<file path="config.mk">
export PLATFORM = sky130hd
export DESIGN_NAME = layer_sequencer
export DESIGN_NICKNAME = d
export VERILOG_FILES = /design/src/rtl/layer_sequencer.sv
export SDC_FILE = /design/constraint.sdc
export NUM_CORES = 1
export LEC_CHECK = 0
export CELL_PAD_IN_SITES_DETAIL_PLACEMENT = 1
export CELL_PAD_IN_SITES_GLOBAL_PLACEMENT = 2
export CORE_MARGIN = 2
export CORE_UTILIZATION = 20
export DETAILED_ROUTE_END_ITERATION = 6
export HOLD_SLACK_MARGIN = 0.1
export PLACE_DENSITY_LB_ADDON = 0.08
export SLEW_MARGIN = 10
export SYNTH_ARGS = -nofsm -noshare
export SYNTH_HDL_FRONTEND = slang
export SYNTH_SLANG_ARGS = --single-unit
</file>
<file path="constraint.sdc">
create_clock -name clk -period 2.17 [get_ports clk]
set_input_delay 0.217 -clock clk [delete_from_list [all_inputs] [get_ports clk]]
set_output_delay 0.217 -clock clk [all_outputs]
set_load 0.01 [all_outputs]
</file>
<file path="src/rtl/layer_sequencer.sv">
// layer_sequencer
//
// Control sequencer for the conv1d / activation_cache pipeline. Each rising
// edge of sample_clk clocks the input left shift buffers once, then walks the
// conv layers in order (reset layer, wait for its valid, clock its activation
// cache) and ends with a one-cycle output strobe before returning to IDLE.
// A per-layer watchdog aborts a layer that never reports valid, and a sample
// edge arriving mid-sequence is either a restart or dropped (RESTART_ON_OVERRUN).
//
// Optional statistics: define LAYER_SEQUENCER_STATS_EN to build the busy-time
// and overrun counters. Without it, last_busy_cycles, max_busy_cycles and
// overrun_count are tied to 0.
//
// Ports:
//   clk, rst          system clock, asynchronous active-high reset
//   sample_clk        sample-rate clock (synchronous to clk); rising edge starts a run
//   lsb_clk           one-cycle pulse to the left shift buffers
//   layer_rst         one-hot, one-cycle start pulse per conv layer
//   layer_out_v       per-layer output-valid from conv1d
//   ac_clk            one-cycle pulse to the activation cache after layer i
//   out_strobe        one-cycle capture pulse for the output register
//   busy              high whenever the sequencer is not idle
//   timeout_err       sticky, set on watchdog abort
//   overrun_err       sticky, set on a sample edge while busy
//   last_busy_cycles  busy cycles of the last completed sequence
//   max_busy_cycles   largest last_busy_cycles since reset
//   overrun_count     number of overrun events (saturating)

module layer_sequencer #(
    parameter int N_LAYERS           = 3,
    parameter int TIMEOUT            = 1023,
    parameter int CNT_W              = 32,
    parameter bit RESTART_ON_OVERRUN = 1'b1
) (
    input  logic                clk,
    input  logic                rst,
    input  logic                sample_clk,
    output logic                lsb_clk,
    output logic [N_LAYERS-1:0] layer_rst,
    input  logic [N_LAYERS-1:0] layer_out_v,
    output logic [N_LAYERS-2:0] ac_clk,
    output logic                out_strobe,
    output logic                busy,
    output logic                timeout_err,
    output logic                overrun_err,
    output logic [CNT_W-1:0]    last_busy_cycles,
    output logic [CNT_W-1:0]    max_busy_cycles,
    output logic [CNT_W-1:0]    overrun_count
);

    localparam int IDX_W  = $clog2(N_LAYERS);
    localparam int WAIT_W = $clog2(TIMEOUT + 1);

    typedef enum logic [2:0] {
        IDLE,
        CLK_LSB,
        RST_LAYER,
        RUN_LAYER,
        CLK_CACHE,
        OUTPUT
    } state_t;

    state_t              state;
    logic [IDX_W-1:0]    idx;
    logic [WAIT_W-1:0]   wait_cnt;
    logic                prev_sample_clk;

    logic sample_edge;
    logic overrun;
    logic restart;
    logic valid_seen;
    logic timed_out;
    logic last_layer;

    assign sample_edge = sample_clk & ~prev_sample_clk;
    assign overrun     = sample_edge && (state != IDLE);
    assign restart     = overrun && RESTART_ON_OVERRUN;
    // wait_cnt==0 marks the first RUN cycle, where a stale valid from the
    // previous sample may still be asserted, so it is ignored there.
    assign valid_seen  = (state == RUN_LAYER) && (wait_cnt != '0) && layer_out_v[idx];
    assign timed_out   = (state == RUN_LAYER) && !valid_seen &&
                         (wait_cnt == WAIT_W'(TIMEOUT - 1));
    assign last_layer  = (idx == IDX_W'(N_LAYERS - 1));

    // Sequencer state machine; a restarting overrun pre-empts every state,
    // including a simultaneous timeout (the error flag is still recorded).
    always_ff @(posedge clk or posedge rst) begin
        if (rst) begin
            state           <= IDLE;
            idx             <= '0;
            wait_cnt        <= '0;
            prev_sample_clk <= 1'b0;
            timeout_err     <= 1'b0;
            overrun_err     <= 1'b0;
        end else begin
            prev_sample_clk <= sample_clk;
            if (overrun)   overrun_err <= 1'b1;
            if (timed_out) timeout_err <= 1'b1;

            if (restart) begin
                state <= CLK_LSB;
                idx   <= '0;
            end else begin
                case (state)
                    IDLE: begin
                        if (sample_edge) begin
                            state <= CLK_LSB;
                            idx   <= '0;
                        end
                    end
                    CLK_LSB: state <= RST_LAYER;
                    RST_LAYER: begin
                        state    <= RUN_LAYER;
                        wait_cnt <= '0;
                    end
                    RUN_LAYER: begin
                        if (valid_seen) begin
                            state <= last_layer ? OUTPUT : CLK_CACHE;
                        end else if (timed_out) begin
                            state <= IDLE;
                        end else begin
                            wait_cnt <= wait_cnt + WAIT_W'(1);
                        end
                    end
                    CLK_CACHE: begin
                        state <= RST_LAYER;
                        idx   <= idx + IDX_W'(1);
                    end
                    OUTPUT:  state <= IDLE;
                    default: state <= IDLE;
                endcase
            end
        end
    end

    // Moore pulse decode from the registered state and layer index.
    always_comb begin
        layer_rst = '0;
        ac_clk    = '0;
        for (int i = 0; i < N_LAYERS; i++) begin
            layer_rst[i] = (state == RST_LAYER) && (idx == IDX_W'(i));
        end
        for (int i = 0; i < N_LAYERS - 1; i++) begin
            ac_clk[i] = (state == CLK_CACHE) && (idx == IDX_W'(i));
        end
    end

    assign lsb_clk    = (state == CLK_LSB);
    assign out_strobe = (state == OUTPUT);
    assign busy       = (state != IDLE);

`ifdef LAYER_SEQUENCER_STATS_EN
    logic [CNT_W-1:0] busy_cnt;
    logic [CNT_W-1:0] busy_inc;

    // busy_inc includes the current cycle, so on the OUTPUT cycle it is the
    // full length of the sequence.
    assign busy_inc = (busy_cnt == '1) ? busy_cnt : busy_cnt + CNT_W'(1);

    // Busy-time and overrun statistics; aborted runs (restart or timeout)
    // clear the busy counter without publishing it.
    always_ff @(posedge clk or posedge rst) begin
        if (rst) begin
            busy_cnt         <= '0;
            last_busy_cycles <= '0;
            max_busy_cycles  <= '0;
            overrun_count    <= '0;
        end else begin
            if (overrun && (overrun_count != '1)) begin
                overrun_count <= overrun_count + CNT_W'(1);
            end
            if (state == IDLE) begin
                busy_cnt <= '0;
            end else if (state == OUTPUT) begin
                last_busy_cycles <= busy_inc;
                if (busy_inc > max_busy_cycles) max_busy_cycles <= busy_inc;
                busy_cnt <= '0;
            end else if (restart || timed_out) begin
                busy_cnt <= '0;
            end else begin
                busy_cnt <= busy_inc;
            end
        end
    end
`else
    assign last_busy_cycles = '0;
    assign max_busy_cycles  = '0;
    assign overrun_count    = '0;
`endif

endmodule

</file>
==> flow_summary_export.csv <==
group,metric,value,unit
global_route,number_of_antenna_violations_at_the_first_check_in_global_routing,0,
timing,final-max-slew-violation-count,0,
die,rows,35,
detailed_routing,drt_iter0_markers,55,
timing,setup_ws,0.1703,ns
clock_tree,postCtsResizedCells,0,
global_route,grt_first_pass_wirelength,5506,um
timing,final_period_minus_worst_setup_slack,2.000,ns
finish,postLayoutCellArea,1847,um2
finish,finish.utilization,20.27,%
die,ioPinCount,112,
logic_synthesis,post-synth-top-area-cell,"sky130_fd_sc_hd__buf_4",
pwr,power.static_leakage,0.8967,nW
run_status,outcome,"complete, no violations",
detailed_routing,drc,0,
global_route,grt.met1_usage,9.693,%
logic_synthesis,synth_area,1848,um2
place,post_dp_cell_area,1792,um2
pwr,power_switching_share,45.27,%
die,die_x,100.1,um
place,placedCellCount,345,
critical_path,cp_required,1.95,ns
logic_synthesis,synth_seq_area_share,24.37,%
critical_path,worst_setup_path_end_kind,"primary output",
pwr,power.combinational.fraction,48.7,%
global_route,groute.usage.overall,7.027,%
timing,hold_slack,0.2787,ns
logic_synthesis,edff_count_synth,0,
detailed_routing,detail_route.wirelength,3614,um
logic_synthesis,number_of_distinct_library_cell_variants_in_the_gate_level_netlist_after_synthesis,38,
detailed_routing,drt_pass1_iterations,4,
critical_path,arrival,1.78,ns
clock_tree,tritoncts,"yes",
place,finalWeightedCongestion,0.6694,
clock_tree,ctsLongestPathBuffers,2,
finish,fin_nets,251,
die,dieHeight,100.1,um
global_route,gr_layer_usage_met3,1.045,%
timing,worst_pin_slew,0.5524,ns
critical_path,timing_worst_setup_path_type,"flop to primary output",
timing,final_layout_setup_total_negative_slack,0,ns
global_route,overflow,0,
die,fp.dieArea,10030,um2
finish,antennaDiodeCount,0,
detailed_routing,final_antenna_net_count,0,
pwr,powerDensity,824.9,nW/um2
logic_synthesis,ys_async_sr_fraction,100.0,%
finish,layout-drive-gt1-share,10.92,%
global_route,gr-max-usage-layer,"met2",
die,initial_core_util,20.29,%
logic_synthesis,synthCells,217,
pwr,power.net_switching,0.6896,mW
logic_synthesis,synth_top_cells_by_area,"sky130_fd_sc_hd__buf_4 39%, sky130_fd_sc_hd__dfrtp_1 24%, sky130_fd_sc_hd__o22a_2 4.3%, sky130_fd_sc_hd__ha_1 4.1%, sky130_fd_sc_hd__nor3_1 2.2%",
pwr,irDropWorstVdd,0.2323,mV
clock_tree,cts.clk_slew.worst_paths,0.08,ns
clock_tree,worstSkewPairLatency,0.26,ns
clock_tree,root_buffer,"sky130_fd_sc_hd__clkbuf_8",
detailed_routing,dr_total_vias,1200,
clock_tree,number_of_buffers_inserted_by_post_cts_setup_repair,0,
finish,multi_input_combinational_cell_area,984.7,um2
global_route,grt_max_degree,19,
logic_synthesis,synth-seq-cells,18,
finish,syn2layout_area_growth,-0.06775,%
critical_path,worstSetupStartpointType,"flop",
clock_tree,numCtsBuffers,3,
clock_tree,htreeDepth,1,
pwr,power_report.internal_total,0.8338,mW
timing,setup-violations-final,0,
finish,layout.cells.non_filler,349,
timing,max_freq,500.1,MHz
hold_path,hold_class,"input port to async pin",
logic_synthesis,synth_most_common_cell,"sky130_fd_sc_hd__buf_4",
detailed_routing,routedWlPerCell,10.36,um
timing,final_min_period_over_clock_period,92.15,%
logic_synthesis,yosys_warnings,0,
logic_synthesis,ys.flop_type,"sky130_fd_sc_hd__dfrtp_1",
timing,hold_viol,0,
logic_synthesis,synth_commonest_cells,"97 x sky130_fd_sc_hd__buf_4, 18 x sky130_fd_sc_hd__dfrtp_1, 10 x sky130_fd_sc_hd__nand2_1",
logic_synthesis,synth_largest_type_area_fraction,39.40,%
die,floorplan.core_area,9109,um2
pwr,clock_power_share,19.1,%
finish,num-fill-cells,1113,
finish,storage_cell_area,450.4,um2
global_route,first_global_vias,1040,
timing,skew,0.002625,ns
timing,slew_headroom,63.04,%
place,post-dp-hpwl,2848,um
clock_tree,clock_sinks,18,
detailed_routing,post_drt_via_cell_ratio,3.438,
pwr,p_total,1.523,mW
place,detailedPlace.worstSlack,0.2644,ns
place,buffer_ports.inserted,15,
critical_path,critical_path.max_fanout,8,
timing,grt_setup_unrepaired,"no",
pwr,seqPwrFrac,32.3,%
flow_run,max-cap-violations,0,
logic_synthesis,syn_area_per_cell,8.516,um2
clock_tree,cts-hold-fix-buffers,0,
global_route,grtUsageMet2,11.31,%
==> worst max-delay path: stages (launching register included) <==
cell	delay (ns)
sky130_fd_sc_hd__dfrtp_1	0.45
sky130_fd_sc_hd__nand2b_1	0.27
sky130_fd_sc_hd__nor3b_1	0.23
sky130_fd_sc_hd__clkdlybuf4s50_1	0.57
==> power groups by stage <==
stage	registers, mW	clock network, mW	logic [mW]
CTS	0.495	0.308	0.755
finish	0.492	0.290	0.741
floorplan	0.470	0	0.625
detailed placement	0.501	0	0.753
global route	0.508	0.320	0.837
global placement	0.508	0	0.775
==> final timing paths <==
kind / startpoint / to / slack [ns] / cells after the start
min in group clk: sample_clk / prev_sample_clk / 0.42 / 1
setup reg to reg: wait_cnt[0] / wait_cnt[1] / 0.31 / 7
setup / recovery: state[2] / layer_rst[2] / 0.17 / 3
max in group asynchronous: rst / wait_cnt[4] / 1.68 / 3
hold / removal: rst / prev_sample_clk / 0.28 / 3
hold reg to reg: overrun_err / overrun_err / 0.48 / 1
==> flip-flops by register name, indices dropped and copies added (netlist names) <==
signal           flops
idx                  2
overrun_err          1
prev_sample_clk      1
state                3
timeout_err          1
wait_cnt            10
==> layout by cell type, fill, tap and decap left out, drive strengths merged, types with 5 or more instances in the layout <==
| cell type | count |
|---|---|
| nand2 | 11 |
| clkdlybuf4s50 | 15 |
| buf | 5 |
| nor2 | 9 |
| ha | 6 |
| a21oi | 5 |
| dfrtp | 18 |
| nor3 | 8 |
| o22a | 8 |
| inv | 8 |
| o21ai | 6 |
| conb | 96 |
| nor3b | 5 |
==> routing by layer <==
| metal | part of all wire [%] | wire (um) |
|---|---|---|
| met2 | 45 | 1630 |
| met3 | 6.0 | 217 |
| met1 | 48 | 1728 |
| met4 | 1.1 | 38 |
| met5 | 0 | 0 |
==> logic make-up (layout without fill, tap and decap cells) <==
| kind of cell | count (synthesis) | count (layout) | share of synthesized area [%] |
|---|---|---|---|
| muxes | 1 | 1 | 0.5417 |
| adders and majority gates | 6 | 6 | 4.062 |
| xor gates and xnor gates | 1 | 1 | 0.4740 |
| buffers and inverters | 106 | 32 | 41.64 |
| DFF | 18 | 18 | 24.37 |
| AOI/OAI and AO/OA | 27 | 27 | 10.83 |
| other | 1 | 96 | 0.2029 |
| and+or+nand+nor | 57 | 57 | 17.88 |
==> final cells by class <==
| class | instances | share of cell area (%) |
|---|---|---|
| timing repair buffer | 20 | 10.16 |
| sequential | 18 | 24.39 |
| multi-input combinational | 188 | 53.32 |
| clock buffer | 4 | 2.981 |
| tap | 111 | 7.520 |
| inverter | 8 | 1.626 |
No activity file was read; power rests on OpenSTA's default activity.
